<file path="config.mk">
export PLATFORM = sky130hd
export DESIGN_NAME = counter_pair_sequencer
export DESIGN_NICKNAME = d
export VERILOG_FILES = /design/src/rtl/counter_seq_pkg.sv /design/src/rtl/byte_serializer.sv /design/src/rtl/counter_pair_sequencer.sv
export SDC_FILE = /design/constraint.sdc
export NUM_CORES = 1
export LEC_CHECK = 0
export ABC_AREA = 1
export BUFFER_PORTS_ARGS = -buffer_cell sky130_fd_sc_hd__buf_2
export CAP_MARGIN = 20
export CORE_UTILIZATION = 45
export CTS_BUF_LIST = sky130_fd_sc_hd__clkbuf_2
export DETAILED_ROUTE_END_ITERATION = 8
export PLACE_DENSITY = 0.66
export SYNTH_ARGS = -nofsm -noshare
export SYNTH_HDL_FRONTEND = slang
export SYNTH_SLANG_ARGS = --single-unit
</file>
<file path="constraint.sdc">
create_clock -name clk -period 1.7 [get_ports clk]
set_input_delay 0.425 -clock clk [delete_from_list [all_inputs] [get_ports clk]]
set_output_delay 0.425 -clock clk [all_outputs]
set_load 0.01 [all_outputs]
</file>
<file path="src/rtl/counter_seq_pkg.sv">
// counter_seq_pkg
//   Shared types and constants for counter_pair_sequencer and its helpers.
//   - state_t : sequencer FSM states
//   - OP_*    : command opcodes carried on cmd_op
package counter_seq_pkg;

  typedef enum logic [2:0] {
    IDLE  = 3'd0,
    CLEAR = 3'd1,
    RUN   = 3'd2,
    SNAP  = 3'd3,
    DUMP  = 3'd4
  } state_t;

  localparam logic [1:0] OP_SETDUR = 2'd0;
  localparam logic [1:0] OP_CLEAR  = 2'd1;
  localparam logic [1:0] OP_RUN    = 2'd2;
  localparam logic [1:0] OP_DUMP   = 2'd3;

endpackage

</file>
<file path="src/rtl/byte_serializer.sv">
// byte_serializer
//   Streams a WIDTH-bit word out as WIDTH/8 bytes, most significant byte
//   first, on a valid/ready port.
// Ports
//   clk, rst_n   clock, asynchronous active-low reset
//   load         capture load_data and start streaming next cycle
//   load_data    word to stream
//   out_valid    current byte valid
//   out_data     current byte (held while stalled)
//   out_ready    consumer ready
//   last_taken   final byte is being handed over this cycle
module byte_serializer #(
  parameter int WIDTH = 64
) (
  input  logic             clk,
  input  logic             rst_n,
  input  logic             load,
  input  logic [WIDTH-1:0] load_data,
  output logic             out_valid,
  output logic [7:0]       out_data,
  input  logic             out_ready,
  output logic             last_taken
);

  localparam int NBYTES = WIDTH / 8;
  localparam int IDX_W  = (NBYTES > 1) ? $clog2(NBYTES) : 1;
  localparam logic [IDX_W-1:0] LAST_IDX = IDX_W'(NBYTES - 1);

  logic [WIDTH-1:0] shift_reg;
  logic [IDX_W-1:0] idx_reg;
  logic             valid_reg;
  logic             take;

  assign take       = valid_reg && out_ready;
  assign last_taken = take && (idx_reg == LAST_IDX);
  assign out_valid  = valid_reg;
  // The word shifts left as bytes are taken, so the top byte is always current.
  assign out_data   = shift_reg[WIDTH-1 -: 8];

  always_ff @(posedge clk or negedge rst_n) begin
    if (!rst_n) begin
      shift_reg <= '0;
      idx_reg   <= '0;
      valid_reg <= 1'b0;
    end else if (load) begin
      shift_reg <= load_data;
      idx_reg   <= '0;
      valid_reg <= 1'b1;
    end else if (take) begin
      shift_reg <= shift_reg << 8;
      if (idx_reg == LAST_IDX) begin
        idx_reg   <= '0;
        valid_reg <= 1'b0;
      end else begin
        idx_reg <= idx_reg + 1'b1;
      end
    end
  end

endmodule

</file>
<file path="src/rtl/counter_pair_sequencer.sv">
// counter_pair_sequencer
//   Command-driven sequencer for an external up-counter / down-counter (alt)
//   pair: programs a run length, clears cnt while seeding alt, runs both for
//   the programmed number of cycles, snapshots them and streams a snapshot
//   out MSB byte first.
// Ports
//   clk, rst_n               clock, asynchronous active-low reset
//   cmd_valid/op/data/ready  command channel (accepted only in IDLE)
//   cnt_clr, cnt_en          up-counter clear / increment
//   alt_load, alt_en         alt load-from-cnt / decrement
//   cnt_value, alt_value     live counter values
//   out_valid/data/ready     snapshot byte stream
//   busy                     not IDLE
//   done                     one-cycle pulse while snapshotting
module counter_pair_sequencer
  import counter_seq_pkg::*;
#(
  parameter int WIDTH = 64,
  parameter int DUR_W = 16
) (
  input  logic             clk,
  input  logic             rst_n,
  input  logic             cmd_valid,
  input  logic [1:0]       cmd_op,
  input  logic [7:0]       cmd_data,
  output logic             cmd_ready,
  output logic             cnt_clr,
  output logic             cnt_en,
  output logic             alt_load,
  output logic             alt_en,
  input  logic [WIDTH-1:0] cnt_value,
  input  logic [WIDTH-1:0] alt_value,
  output logic             out_valid,
  output logic [7:0]       out_data,
  input  logic             out_ready,
  output logic             busy,
  output logic             done
);

  state_t           state_reg, state_next;
  logic [DUR_W-1:0] dur_reg;
  logic [DUR_W-1:0] rem_reg;
  logic [WIDTH-1:0] snap_cnt_reg, snap_alt_reg;
  logic             cnt_clr_reg, cnt_en_reg, alt_load_reg, alt_en_reg, done_reg;
  logic             cmd_accept;
  logic             ser_load, ser_last_taken;
  logic [WIDTH-1:0] ser_word;

  assign cmd_ready  = (state_reg == IDLE);
  assign busy       = (state_reg != IDLE);
  assign cmd_accept = cmd_valid && cmd_ready;

  // Next-state logic
  always_comb begin
    state_next = state_reg;
    case (state_reg)
      IDLE: begin
        if (cmd_accept) begin
          case (cmd_op)
            OP_CLEAR: state_next = CLEAR;
            OP_RUN:   state_next = (dur_reg == '0) ? SNAP : RUN;
            OP_DUMP:  state_next = DUMP;
            default:  state_next = IDLE;
          endcase
        end
      end
      CLEAR:   state_next = IDLE;
      // rem was loaded with dur on entry, so leaving at rem==1 gives dur cycles
      RUN:     state_next = (rem_reg == DUR_W'(1)) ? SNAP : RUN;
      SNAP:    state_next = IDLE;
      DUMP:    state_next = ser_last_taken ? IDLE : DUMP;
      default: state_next = IDLE;
    endcase
  end

  always_ff @(posedge clk or negedge rst_n) begin
    if (!rst_n) begin
      state_reg <= IDLE;
    end else begin
      state_reg <= state_next;
    end
  end

  // Control outputs are flops decoded from the state being entered, so they
  // line up exactly with the state they belong to.
  always_ff @(posedge clk or negedge rst_n) begin
    if (!rst_n) begin
      cnt_clr_reg  <= 1'b0;
      alt_load_reg <= 1'b0;
      cnt_en_reg   <= 1'b0;
      alt_en_reg   <= 1'b0;
      done_reg     <= 1'b0;
    end else begin
      cnt_clr_reg  <= (state_next == CLEAR);
      alt_load_reg <= (state_next == CLEAR);
      cnt_en_reg   <= (state_next == RUN);
      alt_en_reg   <= (state_next == RUN);
      done_reg     <= (state_next == SNAP);
    end
  end

  assign cnt_clr  = cnt_clr_reg;
  assign alt_load = alt_load_reg;
  assign cnt_en   = cnt_en_reg;
  assign alt_en   = alt_en_reg;
  assign done     = done_reg;

  // Run length, remaining count and snapshots
  always_ff @(posedge clk or negedge rst_n) begin
    if (!rst_n) begin
      dur_reg      <= '0;
      rem_reg      <= '0;
      snap_cnt_reg <= '0;
      snap_alt_reg <= '0;
    end else begin
      if (cmd_accept && cmd_op == OP_SETDUR) begin
        // Byte-wide shift-in: the most recent DUR_W/8 bytes form dur.
        dur_reg <= (dur_reg << 8) | DUR_W'(cmd_data);
      end
      if (cmd_accept && cmd_op == OP_RUN) begin
        rem_reg <= dur_reg;
      end else if (state_reg == RUN) begin
        rem_reg <= rem_reg - DUR_W'(1);
      end
      if (state_reg == SNAP) begin
        snap_cnt_reg <= cnt_value;
        snap_alt_reg <= alt_value;
      end
    end
  end

  assign ser_load = cmd_accept && (cmd_op == OP_DUMP);
  assign ser_word = cmd_data[0] ? snap_alt_reg : snap_cnt_reg;

  byte_serializer #(
    .WIDTH(WIDTH)
  ) u_ser (
    .clk       (clk),
    .rst_n     (rst_n),
    .load      (ser_load),
    .load_data (ser_word),
    .out_valid (out_valid),
    .out_data  (out_data),
    .out_ready (out_ready),
    .last_taken(ser_last_taken)
  );

endmodule

</file>
==> flow_summary.json, run 1 <==
{
  "status": "complete, but fails checks",
  "violations": "negative setup slack",
  "yosysSeqAreaShare_pct": 55.8,
  "max-vdd-ir-drop_mv": 0.742,
  "hold_slack_ns": 0.111,
  "cp_slowest_cell": "dfrtp_2",
  "syn2layout_area_growth_pct": 32.2,
  "rsz0062_at_grt": "yes",
  "critPathArrivalTime_ns": 1.63,
  "avgRoutedWirePerCell_um": 14.4,
  "clock-sinks": 234,
  "clock_skew_ns": 0.0368,
  "clockBufferDepth": 3,
  "dp_hpwl_um": 15900,
  "final-hold-violation-count": 0,
  "setup_ws_ns": -0.354,
  "dr.pass1.iters": 6,
  "synth_area_um2": 10500,
  "core-area_um2": 22800,
  "preCtsSetupSlack_ns": 0.100,
  "hold_class": "input pin to flip-flop",
  "synth_nets": 1328,
  "syn_area_per_cell_um2": 8.87,
  "routed_wl_um": 26800,
  "drv_cap": 0,
  "power_uw": 19500,
  "worstSetupEndpointType": "primary output",
  "grt_max_degree": 73,
  "tightest_slew_ns": 0.405,
  "gp_congestion": 0.832,
  "cts_buffers": 60,
  "power.density_nw_per_um2": 1410,
  "initial_core_util_pct": 46.0,
  "final_common_cell": "nand2_1",
  "overflow": 0,
  "die_w_um": 155,
  "fp.dieH_um": 155,
  "synth.distinct_cells": 27,
  "max_freq_mhz": 487,
  "fin_crit_sh_pct": 121,
  "fin_crit_ns": 2.05,
  "setup_violations": 16,
  "drv_slew": 0,
  "cp_cell_sequence": "nor2_4, nand2_2, inv_1, buf_2",
  "drt_iter0_drc": 801,
  "placed_area_um2": 11700,
  "path_max_fanout": 2,
  "grt_usage_pct": 22.8,
  "path_buf_inv": 2,
  "critPathRequiredTime_ns": 1.27,
  "num_rows": 55,
  "dieArea_um2": 23900,
  "synthCells": 1182,
  "layout_common_cells": "277 x nand2_1, 232 x dfrtp_1, 149 x buf_2",
  "synth-seq-cells": 234,
  "path_class": "flip-flop to primary output",
  "num_vias": 9110,
  "antenna_found_initial": 2,
  "drc": 0,
  "cp-start-kind": "flip-flop",
  "h-tree-depth": 2,
  "design_area_um2": 13900,
  "io_buffer_count": 157,
  "clock_tree.root_cell": "clkbuf_2",
  "cts_tree": "built",
  "tns_ns": -1.70,
  "max_stage_delay_ns": 0.44,
  "grt_pass1_wl_um": 44000,
  "io_pins": 158,
  "grt_pass1_vias": 9146,
  "yosysWarnings": 0,
  "cp_top_family": "flip-flops",
  "max_slew_margin_pct": 73.0,
  "nets": 1658,
  "clk_pin_slew_ns": 0.11,
  "ant_nets": 0,
  "leakagePower_uw": 0.00698,
  "drt-vias-per-instance": 4.90,
  "layout-drive-gt1-share_pct": 23.7,
  "clk_latency_ns": 0.84
}
## tightest hold or removal path: stages
cell and delay (ns):
buf_2 0.12, nand3_4 0.11, nor2_1 0.05, nand3_1 0.11, nand2_1 0.06
## repair_timing
item	4_1_cts	5_1_grt
hold buffers	141	0
buffers inserted	9	4
endpoints found under the setup margin	16	57
cloned	0	3
pin swaps	1	2
hold endpoints to repair	371	0
resized for setup	10	7
## cells in the mapped netlist, drive strengths merged
cell type	count	area [um^2]
xor2	2	17.5
nor3	5	41.3
dfrtp	234	5860
o21ai	84	420
inv	104	390
a31oi	1	6.26
nor2	106	410
nand3b	1	7.51
o211ai	6	45.0
nand3	137	698
a21oi	73	365
nand4	5	31.3
clkinv	1	3.75
ha	4	50.1
nand2	278	1040
buf	51	278
mux2	64	721
clkbuf	25	93.8
nor3b	1	7.51
## logic make-up after synthesis
group	share of synthesized area (%)
AND/OR/NAND/NOR	21.4
flip-flops	55.8
buffers and inverters	7.30
AO/OA/AOI/OAI	7.98
multiplexers	6.87
adder cells (fa/ha/maj)	0.477
XOR/XNOR	0.167
## stage by stage
stage,utilization (%),std cells
after floorplan,-,1182
after global placement,51.5,1606
after detailed placement,51.5,1606
after CTS,60.3,1850
after global routing,60.8,1859
final,60.8,1859
## layout make-up
type                    count  area, um^2
well taps                 313         392
clock inverters            11        67.6
fillers                  1957        8920
diodes                      2        5.00
flip-flops and latches    234        5860
clock buffers              83         415
repair buffers            344        2830
inverters                 105         394
multi-input cells         767        3900
## path summary, 6_finish.rpt
| path | endpoint | slack (ns) | start | cells past startpoint |
|---|---|---|---|---|
| worst min register to register | u_ser.shift_reg[2]$_DFFE_PN0P_ | 0.48 | u_ser.shift_reg[2]$_DFFE_PN0P_ | 2 |
| worst max-delay path | cmd_ready | -0.35 | state_reg[0]$_DFF_PN0_ | 4 |
| min in group asynchronous | snap_cnt_reg[11]$_DFFE_PN0N_ | 0.55 | rst_n | 3 |
| worst min-delay path | done$_DFF_PN0_ | 0.11 | cmd_valid | 5 |
| max in group asynchronous | u_ser.shift_reg[40]$_DFFE_PN0P_ | 0.55 | rst_n | 4 |
| worst max register to register | u_ser.shift_reg[21]$_DFFE_PN0P_ | 0.08 | state_reg[0]$_DFF_PN0_ | 9 |
## where the power goes
group          leakage, uW  total [uW]  switching (uW)  internal [uW]
Clock             0.000375        3630            2200           1430
Sequential         0.00284        9460            1340           8120
Combinational      0.00377        6390            3410           2990
Total              0.00698       19500            6950          12500
## per-layer routing
| metal | up-vias | global-route usage, % | routed length [um] |
|---|---|---|---|
| li1 | 4492 | - | - |
| met1 | 4306 | 30.9 | 12300 |
| met2 | 269 | 36.8 | 12600 |
| met3 | 43 | 4.20 | 1360 |
| met4 | 0 | 8.11 | 486 |
| met5 | - | 0 | 0 |
Note: power is estimated with default switching activity, not from simulation.
==> run 2, diff against run 1 <==
--- a/config.mk
+++ b/config.mk
@@ -8,6 +8,7 @@
 export ABC_AREA = 1
 export BUFFER_PORTS_ARGS = -buffer_cell sky130_fd_sc_hd__buf_2
 export CAP_MARGIN = 20
+export CORE_ASPECT_RATIO = 1.5
 export CORE_UTILIZATION = 45
 export CTS_BUF_LIST = sky130_fd_sc_hd__clkbuf_2
 export DETAILED_ROUTE_END_ITERATION = 8
==> run 2 against run 1 <==
The flow still finishes with violations (negative setup slack). Critical endpoint unchanged. Register-to-register slack worse by 0.24 ns. Worst setup slack worse by 0.032 ns. Largest power group unchanged. Count of clock-buffer cells in the layout down 3. Critical path type unchanged. Critical path depth unchanged. Via count up 1.5%. Combinational power up 6.7%. Maximum frequency down 1.5%.
==> flow_summary.json, run 2 (same netlist as run 1, synthesis figures left out) <==
{
  "status": "complete, but fails checks",
  "violations": "negative setup slack",
  "grt_pass1_wl_um": 43700,
  "antenna_found_initial": 2,
  "clock_skew_ns": 0.0633,
  "rsz0062_at_grt": "yes",
  "io_buffer_count": 157,
  "fp.dieH_um": 189,
  "switching_share_pct": 36.0,
  "cts_tree": "built",
  "worstSetupEndpointType": "primary output",
  "grt_pass1_vias": 9263,
  "grt_max_degree": 65,
  "setup_violations": 82,
  "tightest_slew_ns": 0.435,
  "path_max_fanout": 2,
  "max_slew_margin_pct": 71.0,
  "leakagePower_uw": 0.00723,
  "r2r_cells": 11,
  "clock_tree.root_cell": "clkbuf_2",
  "io_pins": 158,
  "die_w_um": 127,
  "critPathRequiredTime_ns": 1.27,
  "syn2layout_area_growth_pct": 36.1,
  "combPwrFrac_pct": 34.1,
  "ant_nets": 0,
  "max-vdd-ir-drop_mv": 0.806,
  "max_freq_mhz": 479,
  "layout_common_cells": "263 x nand2_1, 232 x dfrtp_1, 153 x buf_2",
  "dp_hpwl_um": 16500,
  "cp-start-kind": "flip-flop",
  "preCtsSetupSlack_ns": 0.0964,
  "grt_usage_pct": 22.9,
  "final-hold-violation-count": 0,
  "dr.pass1.iters": 5,
  "fin_crit_ns": 2.09,
  "clock-sinks": 234,
  "routed_wl_um": 28200,
  "clkPwrFrac_pct": 18.5,
  "critPathArrivalTime_ns": 1.66,
  "postLayoutCoreUtil_pct": 62.1,
  "cts_buffers": 59,
  "num_vias": 9248,
  "switchingPower_uw": 7210,
  "initial_core_util_pct": 45.6,
  "clk_pin_slew_ns": 0.11,
  "hold_class": "input pin to flip-flop",
  "power.internal_uw": 12800,
  "hold_depth": 5,
  "drt_iter0_drc": 546,
  "drv_slew": 0,
  "clockBufferDepth": 3,
  "gp_congestion": 0.870,
  "core-area_um2": 23000,
  "fin_crit_sh_pct": 123,
  "dieArea_um2": 23900,
  "nets": 1683,
  "h-tree-depth": 2,
  "power.density_nw_per_um2": 1400,
  "setup_ws_ns": -0.386,
  "seqPwrFrac_pct": 47.4,
  "drc": 0,
  "overflow": 0,
  "clk_latency_ns": 0.89,
  "num_rows": 68,
  "layout-drive-gt1-share_pct": 26.1,
  "fillers": 1960,
  "path_class": "flip-flop to primary output",
  "final_common_cell": "nand2_1",
  "drt-vias-per-instance": 4.97,
  "drv_cap": 0,
  "avgRoutedWirePerCell_um": 15.2
}
==> run 2: changes by cell type in the layout (fill, tap and decap cells not counted), sizes merged <==
cell / delta
buf: +21
clkbuf: +1
clkinv: +9
dlygate4sd3: +1
inv: +1
==> run 2: through the flow <==
step                      setup TNS, ns  std cells  hold WS (ns)  cell area, um^2  total power [uW]
after global routing             -13.13       1859        0.0727            14300             21600
after CTS                         -3.53       1834        0.0192            13800             19500
after floorplan                       0       1182         0.129            10500             13400
after detailed placement              0       1578         0.367            11700             15300
after global placement                0       1578         0.369            11700             15000
final                             -8.56       1859         0.109            14300             20000
==> run 2: power by group through the flow <==
stage	clock, uW	sequential, uW	combinational, uW
global route	4100	9780	7690
floorplan	0	9130	4250
finish	3710	9480	6820
CTS	3840	9430	6200
detailed placement	0	9550	5740
global placement	0	9500	5540
==> run 2: metal layers <==
metal | track usage [%] | routed length [um] | up-vias
met4 | 10.8 | 978 | 0
met5 | 0 | 0 | -
li1 | - | - | 4564
met3 | 4.35 | 1130 | 69
met2 | 39.9 | 14500 | 231
met1 | 27.2 | 11500 | 4384
==> run 2: cell type report <==
type	count	area (um^2)	area share, %
diodes	2	5.00	0.0351
inverters	105	397	2.78
multi-input cells	767	3980	27.9
clock inverters	21	109	0.763
repair buffers	370	3180	22.3
well taps	280	350	2.46
flip-flops and latches	234	5860	41.1
clock buffers	80	400	2.81
==> run 2: path summary, 6_finish.rpt <==
| check | start | to | slack, ns |
|---|---|---|---|
| min in group asynchronous | rst_n | rem_reg[3]$_DFFE_PN0P_ | 0.51 |
| max reg2reg | state_reg[1]$_DFF_PN0_ | u_ser.shift_reg[22]$_DFFE_PN0P_ | -0.16 |
| min | cmd_data[0] | u_ser.shift_reg[12]$_DFFE_PN0P_ | 0.11 |
| max | state_reg[1]$_DFF_PN0_ | cmd_ready | -0.39 |
| min reg2reg | u_ser.shift_reg[2]$_DFFE_PN0P_ | u_ser.shift_reg[2]$_DFFE_PN0P_ | 0.48 |
| max in group asynchronous | rst_n | snap_alt_reg[57]$_DFFE_PN0N_ | 0.72 |
==> run 2: what timing repair did <==
item                                   in CTS  in global routing
setup buffers                              12                 13
endpoints found under the hold margin     382                  0
gates resized for setup                     6                 40
hold buffers                              143                  0
pin swaps                                   1                  6
gates cloned                                0                 11
setup endpoints to repair                  16                 75
==> run 2: worst max-delay path, cell delays in order, from the launching register on <==
cell and delay (ns):
dfrtp_2 0.44, nor2_4 0.12, nand2_2 0.07, inv_1 0.05, buf_2 0.12
